--- src/rtl/keycard_spi_responder_pkg.sv ---
//------------------------------------------------------------------------------
// Module  : keycard_pkg
// Brief   : Shared opcodes, status codes and state encodings for the key-card
//           SPI responder.
// Rev     : 1.0
//------------------------------------------------------------------------------
`timescale 1ns/1ps
`default_nettype none

package keycard_pkg;

    localparam logic [7:0] OP_AUTH_INIT = 8'h10;
    localparam logic [7:0] OP_AUTH      = 8'h11;
    localparam logic [7:0] OP_GET_ID    = 8'h12;
    localparam logic [7:0] OP_READ_RSP  = 8'h20;

    localparam logic [7:0] ST_IDLE = 8'h00;
    localparam logic [7:0] ST_BUSY = 8'hB0;
    localparam logic [7:0] ST_OK   = 8'h01;
    localparam logic [7:0] ST_ERR  = 8'hEE;

    typedef enum logic [1:0] {
        REQ_CHAL = 2'd0,
        REQ_AUTH = 2'd1,
        REQ_ID   = 2'd2
    } req_op_t;

    typedef enum logic {
        AUTH_NONE      = 1'b0,
        AUTH_CHAL_SENT = 1'b1
    } auth_state_t;

    typedef enum logic [2:0] {
        FR_IDLE    = 3'd0,
        FR_OPCODE  = 3'd1,
        FR_PAYLOAD = 3'd2,
        FR_DISCARD = 3'd3,
        FR_READOUT = 3'd4
    } frame_state_t;

    // What a frame asks for when chip select is released.
    typedef enum logic [2:0] {
        CMD_NONE = 3'd0,
        CMD_ERR  = 3'd1,
        CMD_INIT = 3'd2,
        CMD_AUTH = 3'd3,
        CMD_ID   = 3'd4
    } cmd_t;

endpackage

`default_nettype wire

--- src/rtl/keycard_spi_responder_spi_slave_byte.sv ---
//------------------------------------------------------------------------------
// Module  : spi_slave_byte
// Brief   : Mode-0 SPI byte engine: input synchronizers, edge detection and
//           the receive/transmit shift registers, all in the system clock.
// Rev     : 1.0
//------------------------------------------------------------------------------
`timescale 1ns/1ps
`default_nettype none

module spi_slave_byte
    import keycard_pkg::*;
#(
    parameter int SYNC_STAGES = 2
) (
    input  logic       clk_i,
    input  logic       rst_i,
    input  logic       spi_clk_i,
    input  logic       spi_cs_n_i,
    input  logic       spi_mosi_i,
    input  logic [7:0] tx_byte_i,
    output logic       spi_miso_o,
    output logic       cs_active_o,
    output logic [7:0] rx_byte_o,
    output logic       rx_dv_o,
    output logic [7:0] byte_idx_o,
    output logic       cs_fall_o,
    output logic       cs_rise_o
);

    logic [SYNC_STAGES-1:0] sck_sync_q;
    logic [SYNC_STAGES-1:0] cs_sync_q;
    logic [SYNC_STAGES-1:0] mosi_sync_q;
    logic                   sck_prev_q;
    logic                   cs_prev_q;
    logic [2:0]             bit_cnt_q;
    logic [6:0]             rx_shift_q;
    logic [7:0]             rx_byte_q;
    logic                   rx_dv_q;
    logic [7:0]             tx_shift_q;
    logic [7:0]             byte_idx_q;

    logic w_sck;
    logic w_cs_n;
    logic w_mosi;
    logic w_sck_rise;
    logic w_sck_fall;

    assign w_sck  = sck_sync_q[SYNC_STAGES-1];
    assign w_cs_n = cs_sync_q[SYNC_STAGES-1];
    assign w_mosi = mosi_sync_q[SYNC_STAGES-1];

    // SCK edges only count while the frame is open.
    assign w_sck_rise = w_sck & ~sck_prev_q & ~w_cs_n;
    assign w_sck_fall = ~w_sck & sck_prev_q & ~w_cs_n;
    assign cs_fall_o  = ~w_cs_n & cs_prev_q;
    assign cs_rise_o  = w_cs_n & ~cs_prev_q;

    assign cs_active_o = ~w_cs_n;
    assign spi_miso_o  = tx_shift_q[7];
    assign rx_byte_o   = rx_byte_q;
    assign rx_dv_o     = rx_dv_q;
    assign byte_idx_o  = byte_idx_q;

    always_ff @(posedge clk_i) begin
        if (rst_i) begin
            sck_sync_q  <= '0;
            cs_sync_q   <= '1;
            mosi_sync_q <= '0;
            sck_prev_q  <= 1'b0;
            cs_prev_q   <= 1'b1;
            bit_cnt_q   <= 3'd0;
            rx_shift_q  <= 7'd0;
            rx_byte_q   <= 8'd0;
            rx_dv_q     <= 1'b0;
            tx_shift_q  <= 8'd0;
            byte_idx_q  <= 8'd0;
        end else begin
            sck_sync_q  <= {sck_sync_q[SYNC_STAGES-2:0], spi_clk_i};
            cs_sync_q   <= {cs_sync_q[SYNC_STAGES-2:0], spi_cs_n_i};
            mosi_sync_q <= {mosi_sync_q[SYNC_STAGES-2:0], spi_mosi_i};
            sck_prev_q  <= w_sck;
            cs_prev_q   <= w_cs_n;
            rx_dv_q     <= 1'b0;

            if (cs_fall_o) begin
                bit_cnt_q  <= 3'd0;
                byte_idx_q <= 8'd0;
                tx_shift_q <= tx_byte_i;
            end else if (cs_rise_o) begin
                bit_cnt_q  <= 3'd0;
                tx_shift_q <= 8'd0;
            end else begin
                if (w_sck_rise) begin
                    rx_shift_q <= {rx_shift_q[5:0], w_mosi};
                    bit_cnt_q  <= bit_cnt_q + 3'd1;
                    if (bit_cnt_q == 3'd7) begin
                        rx_byte_q <= {rx_shift_q, w_mosi};
                        rx_dv_q   <= 1'b1;
                        if (byte_idx_q != 8'hFF) begin
                            byte_idx_q <= byte_idx_q + 8'd1;
                        end
                    end
                end
                // A fall with the bit counter wrapped is the byte boundary.
                if (w_sck_fall) begin
                    if (bit_cnt_q == 3'd0) begin
                        tx_shift_q <= tx_byte_i;
                    end else begin
                        tx_shift_q <= {tx_shift_q[6:0], 1'b0};
                    end
                end
            end
        end
    end

endmodule

`default_nettype wire

--- src/rtl/keycard_spi_responder.sv ---
//------------------------------------------------------------------------------
// Module  : keycard_spi_responder
// Brief   : Card-side SPI responder for key-card authentication: frame decode,
//           command ordering, crypto engine handshake and result readout.
// Rev     : 1.0
//------------------------------------------------------------------------------
`timescale 1ns/1ps
`default_nettype none

module keycard_spi_responder
    import keycard_pkg::*;
#(
    parameter int SYNC_STAGES = 2,
    parameter int BLOCK_BYTES = 16
) (
    input  logic                     i_Clk,
    input  logic                     i_Rst,
    input  logic                     i_SPI_Clk,
    input  logic                     i_SPI_CS_n,
    input  logic                     i_SPI_MOSI,
    output logic                     o_SPI_MISO,
    output logic                     o_SPI_MISO_En,
    output logic                     o_Req_Valid,
    output logic [1:0]               o_Req_Op,
    output logic [8*BLOCK_BYTES-1:0] o_Req_Data,
    input  logic                     i_Req_Ready,
    input  logic                     i_Rsp_Valid,
    input  logic                     i_Rsp_Ok,
    input  logic [8*BLOCK_BYTES-1:0] i_Rsp_Data,
    output logic                     o_Authed,
    output logic                     o_Busy
);

    localparam int DATA_W = 8 * BLOCK_BYTES;
    localparam int CNT_W  = $clog2(BLOCK_BYTES + 1);
    localparam int SEL_W  = $clog2(BLOCK_BYTES);
    localparam logic [CNT_W-1:0] c_FULL_CNT = CNT_W'(BLOCK_BYTES);
    localparam logic [7:0]       c_LAST_IDX = 8'(BLOCK_BYTES + 1);

    frame_state_t       state_q,     state_d;
    logic [7:0]         opcode_q,    opcode_d;
    logic [DATA_W-1:0]  payload_q,   payload_d;
    logic [CNT_W-1:0]   pay_cnt_q,   pay_cnt_d;
    logic [7:0]         status_q,    status_d;
    logic [DATA_W-1:0]  buf_q,       buf_d;
    auth_state_t        auth_q,      auth_d;
    logic               authed_q,    authed_d;
    logic               busy_q,      busy_d;
    logic               req_valid_q, req_valid_d;
    req_op_t            req_op_q,    req_op_d;
    logic [DATA_W-1:0]  req_data_q,  req_data_d;

    logic [7:0]       w_rx_byte;
    logic             w_rx_dv;
    logic [7:0]       w_byte_idx;
    logic             w_cs_fall;
    logic             w_cs_rise;
    logic [7:0]       w_tx_byte;
    logic             w_rsp_take;
    logic             w_busy_eff;
    logic [SEL_W-1:0] w_sel;
    cmd_t             w_cmd;

    spi_slave_byte #(
        .SYNC_STAGES (SYNC_STAGES)
    ) u_spi (
        .clk_i       (i_Clk),
        .rst_i       (i_Rst),
        .spi_clk_i   (i_SPI_Clk),
        .spi_cs_n_i  (i_SPI_CS_n),
        .spi_mosi_i  (i_SPI_MOSI),
        .tx_byte_i   (w_tx_byte),
        .spi_miso_o  (o_SPI_MISO),
        .cs_active_o (o_SPI_MISO_En),
        .rx_byte_o   (w_rx_byte),
        .rx_dv_o     (w_rx_dv),
        .byte_idx_o  (w_byte_idx),
        .cs_fall_o   (w_cs_fall),
        .cs_rise_o   (w_cs_rise)
    );

    // A response only counts once the engine has taken the request.
    assign w_rsp_take = i_Rsp_Valid & busy_q & ~req_valid_q;
    assign w_busy_eff = busy_q & ~w_rsp_take;
    assign w_sel      = SEL_W'(c_LAST_IDX - w_byte_idx);

    // Readout byte map: 0 opcode slot, 1 status, 2..BLOCK_BYTES+1 buffer.
    always_comb begin
        w_tx_byte = 8'h00;
        if (state_q == FR_READOUT) begin
            if (w_byte_idx == 8'd1) begin
                w_tx_byte = status_q;
            end else if ((w_byte_idx >= 8'd2) && (w_byte_idx <= c_LAST_IDX) &&
                         (status_q == ST_OK)) begin
                w_tx_byte = buf_q[{w_sel, 3'b000} +: 8];
            end
        end
    end

    always_comb begin
        state_d     = state_q;
        opcode_d    = opcode_q;
        payload_d   = payload_q;
        pay_cnt_d   = pay_cnt_q;
        status_d    = status_q;
        buf_d       = buf_q;
        auth_d      = auth_q;
        authed_d    = authed_q;
        busy_d      = busy_q;
        req_valid_d = req_valid_q;
        req_op_d    = req_op_q;
        req_data_d  = req_data_q;
        w_cmd       = CMD_NONE;

        if (req_valid_q && i_Req_Ready) begin
            req_valid_d = 1'b0;
        end

        if (w_rsp_take) begin
            busy_d = 1'b0;
            if (i_Rsp_Ok) begin
                buf_d    = i_Rsp_Data;
                status_d = ST_OK;
            end else begin
                buf_d    = '0;
                status_d = ST_ERR;
            end
            if (req_op_q == REQ_CHAL && i_Rsp_Ok) begin
                auth_d = AUTH_CHAL_SENT;
            end else if (req_op_q == REQ_AUTH) begin
                if (i_Rsp_Ok) begin
                    authed_d = 1'b1;
                end else begin
                    auth_d   = AUTH_NONE;
                    authed_d = 1'b0;
                end
            end
        end

        case (state_q)
            FR_IDLE: begin
                if (w_cs_fall) begin
                    state_d   = FR_OPCODE;
                    pay_cnt_d = '0;
                end
            end
            FR_OPCODE: begin
                if (w_rx_dv) begin
                    opcode_d = w_rx_byte;
                    if (w_rx_byte == OP_AUTH) begin
                        state_d = FR_PAYLOAD;
                    end else if (w_rx_byte == OP_READ_RSP) begin
                        state_d = FR_READOUT;
                    end else begin
                        state_d = FR_DISCARD;
                    end
                end
            end
            FR_PAYLOAD: begin
                if (w_rx_dv && (pay_cnt_q != c_FULL_CNT)) begin
                    payload_d = {payload_q[DATA_W-9:0], w_rx_byte};
                    pay_cnt_d = pay_cnt_q + 1'b1;
                end
            end
            default: begin
            end
        endcase

        if (w_cs_rise) begin
            state_d = FR_IDLE;
            if (state_q == FR_DISCARD) begin
                if (opcode_q == OP_AUTH_INIT) begin
                    w_cmd = CMD_INIT;
                end else if (opcode_q == OP_GET_ID) begin
                    w_cmd = CMD_ID;
                end else begin
                    w_cmd = CMD_ERR;
                end
            end else if (state_q == FR_PAYLOAD) begin
                if (pay_cnt_q == c_FULL_CNT) begin
                    w_cmd = CMD_AUTH;
                end else begin
                    w_cmd = CMD_ERR;
                end
            end
        end

        // Commit sees the auth state already updated by a same-cycle response.
        if (!w_busy_eff) begin
            case (w_cmd)
                CMD_INIT: begin
                    authed_d    = 1'b0;
                    auth_d      = AUTH_NONE;
                    req_valid_d = 1'b1;
                    busy_d      = 1'b1;
                    req_op_d    = REQ_CHAL;
                    req_data_d  = '0;
                    status_d    = ST_BUSY;
                end
                CMD_AUTH: begin
                    if (auth_d == AUTH_CHAL_SENT) begin
                        req_valid_d = 1'b1;
                        busy_d      = 1'b1;
                        req_op_d    = REQ_AUTH;
                        req_data_d  = payload_q;
                        status_d    = ST_BUSY;
                    end else begin
                        status_d = ST_ERR;
                    end
                end
                CMD_ID: begin
                    if (authed_d) begin
                        req_valid_d = 1'b1;
                        busy_d      = 1'b1;
                        req_op_d    = REQ_ID;
                        req_data_d  = '0;
                        status_d    = ST_BUSY;
                    end else begin
                        status_d = ST_ERR;
                    end
                end
                CMD_ERR: begin
                    status_d = ST_ERR;
                end
                default: begin
                end
            endcase
        end
    end

    always_ff @(posedge i_Clk) begin
        if (i_Rst) begin
            state_q     <= FR_IDLE;
            opcode_q    <= 8'h00;
            payload_q   <= '0;
            pay_cnt_q   <= '0;
            status_q    <= ST_IDLE;
            buf_q       <= '0;
            auth_q      <= AUTH_NONE;
            authed_q    <= 1'b0;
            busy_q      <= 1'b0;
            req_valid_q <= 1'b0;
            req_op_q    <= REQ_CHAL;
            req_data_q  <= '0;
        end else begin
            state_q     <= state_d;
            opcode_q    <= opcode_d;
            payload_q   <= payload_d;
            pay_cnt_q   <= pay_cnt_d;
            status_q    <= status_d;
            buf_q       <= buf_d;
            auth_q      <= auth_d;
            authed_q    <= authed_d;
            busy_q      <= busy_d;
            req_valid_q <= req_valid_d;
            req_op_q    <= req_op_d;
            req_data_q  <= req_data_d;
        end
    end

    assign o_Req_Valid = req_valid_q;
    assign o_Req_Op    = req_op_q;
    assign o_Req_Data  = req_data_q;
    assign o_Authed    = authed_q;
    assign o_Busy      = busy_q;

endmodule

`default_nettype wire

--- config.mk ---
export PLATFORM = sky130hd
export DESIGN_NAME = keycard_spi_responder
export DESIGN_NICKNAME = d
export VERILOG_FILES = /design/src/rtl/keycard_spi_responder_pkg.sv /design/src/rtl/keycard_spi_responder_spi_slave_byte.sv /design/src/rtl/keycard_spi_responder.sv
export SDC_FILE = /design/constraint.sdc
export NUM_CORES = 1
export LEC_CHECK = 0
export BUFFER_PORTS_ARGS = -buffer_cell sky130_fd_sc_hd__buf_2
export CORE_UTILIZATION = 58
export CTS_BUF_LIST = sky130_fd_sc_hd__clkbuf_2 sky130_fd_sc_hd__clkbuf_4 sky130_fd_sc_hd__clkbuf_8
export CTS_CLUSTER_SIZE = 28
export DETAILED_ROUTE_END_ITERATION = 6
export PLACE_DENSITY = 0.81
export SETUP_SLACK_MARGIN = 0.1
export SKIP_CTS_REPAIR_TIMING = 1
export SYNTH_ARGS = -nofsm -noshare
export SYNTH_HDL_FRONTEND = slang
export SYNTH_SLANG_ARGS = --single-unit
--- constraint.sdc ---
create_clock -name i_Clk -period 4.3 [get_ports i_Clk]
set_input_delay 0.645 -clock i_Clk [delete_from_list [all_inputs] [get_ports i_Clk]]
set_output_delay 0.645 -clock i_Clk [all_outputs]
set_load 0.01 [all_outputs]
==> impl_metrics.json <==
{
  "avgSynthCellArea_um2": 9.19,
  "synth_cell_type_count": 52,
  "clk_path_buf_depth": 3,
  "holdWs_ps": 279,
  "synthToLayoutAreaGrowth_pct": 17.4,
  "synth_ff_type": "dfxtp_1",
  "grt_pass1_vias": 13573,
  "setup.worst_path.start_class": "flop",
  "critPathKind": "flop to flop",
  "wl_mm": 41.9,
  "status": "completed",
  "syn_inst": 1848,
  "initial_core_util_pct": 59.0,
  "switching_share_pct": 21.8,
  "timing.final.ws_setup_ps": 1340,
  "firstDrtPassIters": 5,
  "hpwl_mm": 27.0,
  "crit_chain": "ha_1 -> nand3b_1 -> or4_4 -> a211o_1 -> a31oi_4 -> buf_12 -> a22o_1",
  "holdCritPathClass": "primary input to flop",
  "detailedPlace.worstSlack_ps": 1390,
  "drv_slew": 0,
  "grt_use_total_pct": 27.5,
  "core_um2": 28800,
  "required_ps": 4810,
  "syn_nets": 1997,
  "period_share_pct": 68.8,
  "tns_ps": 0,
  "grt-ovfl-total": 0,
  "h-tree-depth": 3,
  "yosys_warnings": 0,
  "rsz0062_at_grt": "false",
  "chipHeight_um": 173,
  "setup_viol": 0,
  "antenna_found_initial": 4,
  "ios": 271,
  "p_leak_uw": 0.00753,
  "die-area_um2": 30000,
  "synth_edf_count": 0,
  "p_comb_share_pct": 2.2,
  "cts.sinks": 457,
  "fp-row-count": 62,
  "p_clk_share_pct": 46.5,
  "power.density_nw_per_um2": 414,
  "async_reset_ff_share_pct": 0,
  "via_per_inst": 5.69,
  "worstMarginPinSlew_ps": 1090,
  "peakVddDrop_v": 0.000292,
  "vias": 14214,
  "drive_above_1_share_pct": 22.2,
  "fin_worst_skew_ps": 43.1,
  "syn-cell-area_um2": 17000,
  "synth_seq_cells": 457,
  "critPathMaxFanout": 129,
  "ant_nets": 0,
  "cts.reportedPaths.clkPinSlew_ps": 60,
  "p_seq_share_pct": 51.3,
  "io_buffer_count": 270,
  "max_freq_mhz": 338,
  "die_width_um": 173,
  "hold_violations": 0,
  "tritoncts": "yes",
  "grt_first_pass_wirelength_mm": 68.0,
  "gp_congestion": 0.880,
  "num-nets-final": 2205,
  "seq_area_frac_synth_pct": 53.9,
  "post-route-drc-count": 0,
  "maxCapViolCount": 0,
  "p_switching_uw": 1800,
  "clk_latency_ps": 610,
  "wire_per_inst_um": 16.8,
  "root_buffer": "clkbuf_8",
  "fin_crit_ps": 2960,
  "slew_headroom_pct": 26.9,
  "cp_slowest_cell": "or4_4",
  "cp.arrival_ps": 3470,
  "cp-end-kind": "flop",
  "drt-initial-drc-count": 1039,
  "p_int_uw": 6460,
  "grt_max_degree": 161,
  "slowest_delay_ps": 520,
  "fill_cells": 2240,
  "numCtsBuffers": 72
}
==> layout by cell type (no fill, tap or decap), drive strengths merged, types with 4 or more instances in the layout <==
cell	synthesis	routed
o21ai	11	11
inv	23	28
nor2	24	24
dfxtp	457	457
nand3b	4	4
o31ai	6	6
nand3	143	143
mux4	40	40
or2	7	7
clkbuf	130	119
or3	4	4
ha	13	13
nor3	13	13
a31oi	4	4
o22ai	9	9
a21oi	293	293
nor4	7	7
a22o	128	128
nand2	435	435
and3	7	7
nor2b	10	10
xnor2	7	7
o21a	4	4
a221oi	7	7
buf	22	286
nor3b	4	4
==> Yosys cell counts, drive strengths merged, types with 4 or more instances <==
| cell type | count | area share, % |
|---|---|---|
| a21oi | 293 | 8.6 |
| a221oi | 7 | 0.36 |
| a22o | 128 | 6.6 |
| a31oi | 4 | 0.18 |
| and3 | 7 | 0.26 |
| buf | 22 | 1.1 |
| clkbuf | 130 | 2.9 |
| dfxtp | 457 | 54 |
| ha | 13 | 0.96 |
| inv | 23 | 0.51 |
| mux4 | 40 | 5.3 |
| nand2 | 435 | 9.6 |
| nand3 | 143 | 4.2 |
| nand3b | 4 | 0.18 |
| nor2 | 24 | 0.53 |
| nor2b | 10 | 0.37 |
| nor3 | 13 | 0.38 |
| nor3b | 4 | 0.18 |
| nor4 | 7 | 0.26 |
| o21a | 4 | 0.18 |
| o21ai | 11 | 0.32 |
| o22ai | 9 | 0.33 |
| o31ai | 6 | 0.27 |
| or2 | 7 | 0.26 |
| or3 | 4 | 0.15 |
| xnor2 | 7 | 0.36 |
==> power by group through the flow <==
stage,registers [uW],logic (uW),clock network (uW)
2_1_floorplan,4330,102,0
3_3_place_gp,4330,179,0
3_5_place_dp,4330,180,0
4_1_cts,4240,180,3890
5_1_grt,4240,199,4090
6_report,4240,183,3840
==> through the flow <==
stage | total power [uW] | area (um^2) | util [%] | instances
6_report | 8260 | 19900 | 69.3 | 2496
5_1_grt | 8530 | 19900 | 69.3 | 2493
3_3_place_gp | 4510 | 18400 | 63.9 | 2366
2_1_floorplan | 4430 | 17000 | - | 1848
3_5_place_dp | 4520 | 18400 | 63.9 | 2366
4_1_cts | 8320 | 19900 | 69.3 | 2493
==> cell families after synthesis <==
family	share of synthesized area [%]
xor gates and xnor gates	0.516
AOI/OAI and AO/OA	17.5
DFF	53.9
buffers and inverters	4.43
muxes	5.48
and+or+nand+nor	17.3
adders and majority gates	0.957
==> final cells by class <==
cell class	instances	area (um^2)	share of cell area [%]
antenna	3	7.51	0.0376
timing repair buffer	286	1560	7.82
multi-input combinational	1216	7110	35.7
clock inverter	8	80.1	0.402
sequential	457	9150	45.9
clock buffer	119	1460	7.34
tap	384	480	2.41
inverter	23	86.3	0.433
==> metal layers <==
metal | part of all wire [%] | track usage (%) | up-vias
met5 | 0 | 0 | -
met2 | 47 | 44.9 | 543
li1 | - | - | 6884
met3 | 7.2 | 6.09 | 75
met1 | 42 | 35.0 | 6712
met4 | 3.1 | 11.7 | 0
==> sequential cells by signal, summed over array words and instances, names as in the netlist, 3 cells and up <==
name,flops
status_q,8
u_spi.tx_shift_q,8
buf_q,128
u_spi.bit_cnt_q,3
o_Req_Data,128
u_spi.rx_shift_q,7
u_spi.rx_byte_o,8
pay_cnt_q,5
payload_q,128
u_spi.byte_idx_o,8
opcode_q,8
state_q,3
==> final timing paths <==
path | start | to | slack (ps) | cells past startpoint
worst max-delay path | u_spi.cs_sync_q[1]$_SDFF_PP1_ | o_Req_Data[28]$_SDFFE_PP0P_ | 1340 | 7
worst min-delay path | i_SPI_CS_n | u_spi.cs_sync_q[0]$_SDFF_PP1_ | 280 | 2
worst max register to register | u_spi.cs_sync_q[1]$_SDFF_PP1_ | o_Req_Data[28]$_SDFFE_PP0P_ | 1340 | 7
worst min register to register | u_spi.cs_sync_q[0]$_SDFF_PP1_ | u_spi.cs_sync_q[1]$_SDFF_PP1_ | 430 | 1
==> critical path: cells and delay by family, from the launching register on <==
family                     cells  cell delay [ps]
AOI/OAI and AO/OA              3              770
adders and majority gates      1              410
buffers and inverters          1              470
DFF                            1              390
and+or+nand+nor                2              800
Note: power is estimated with default switching activity, not from simulation.
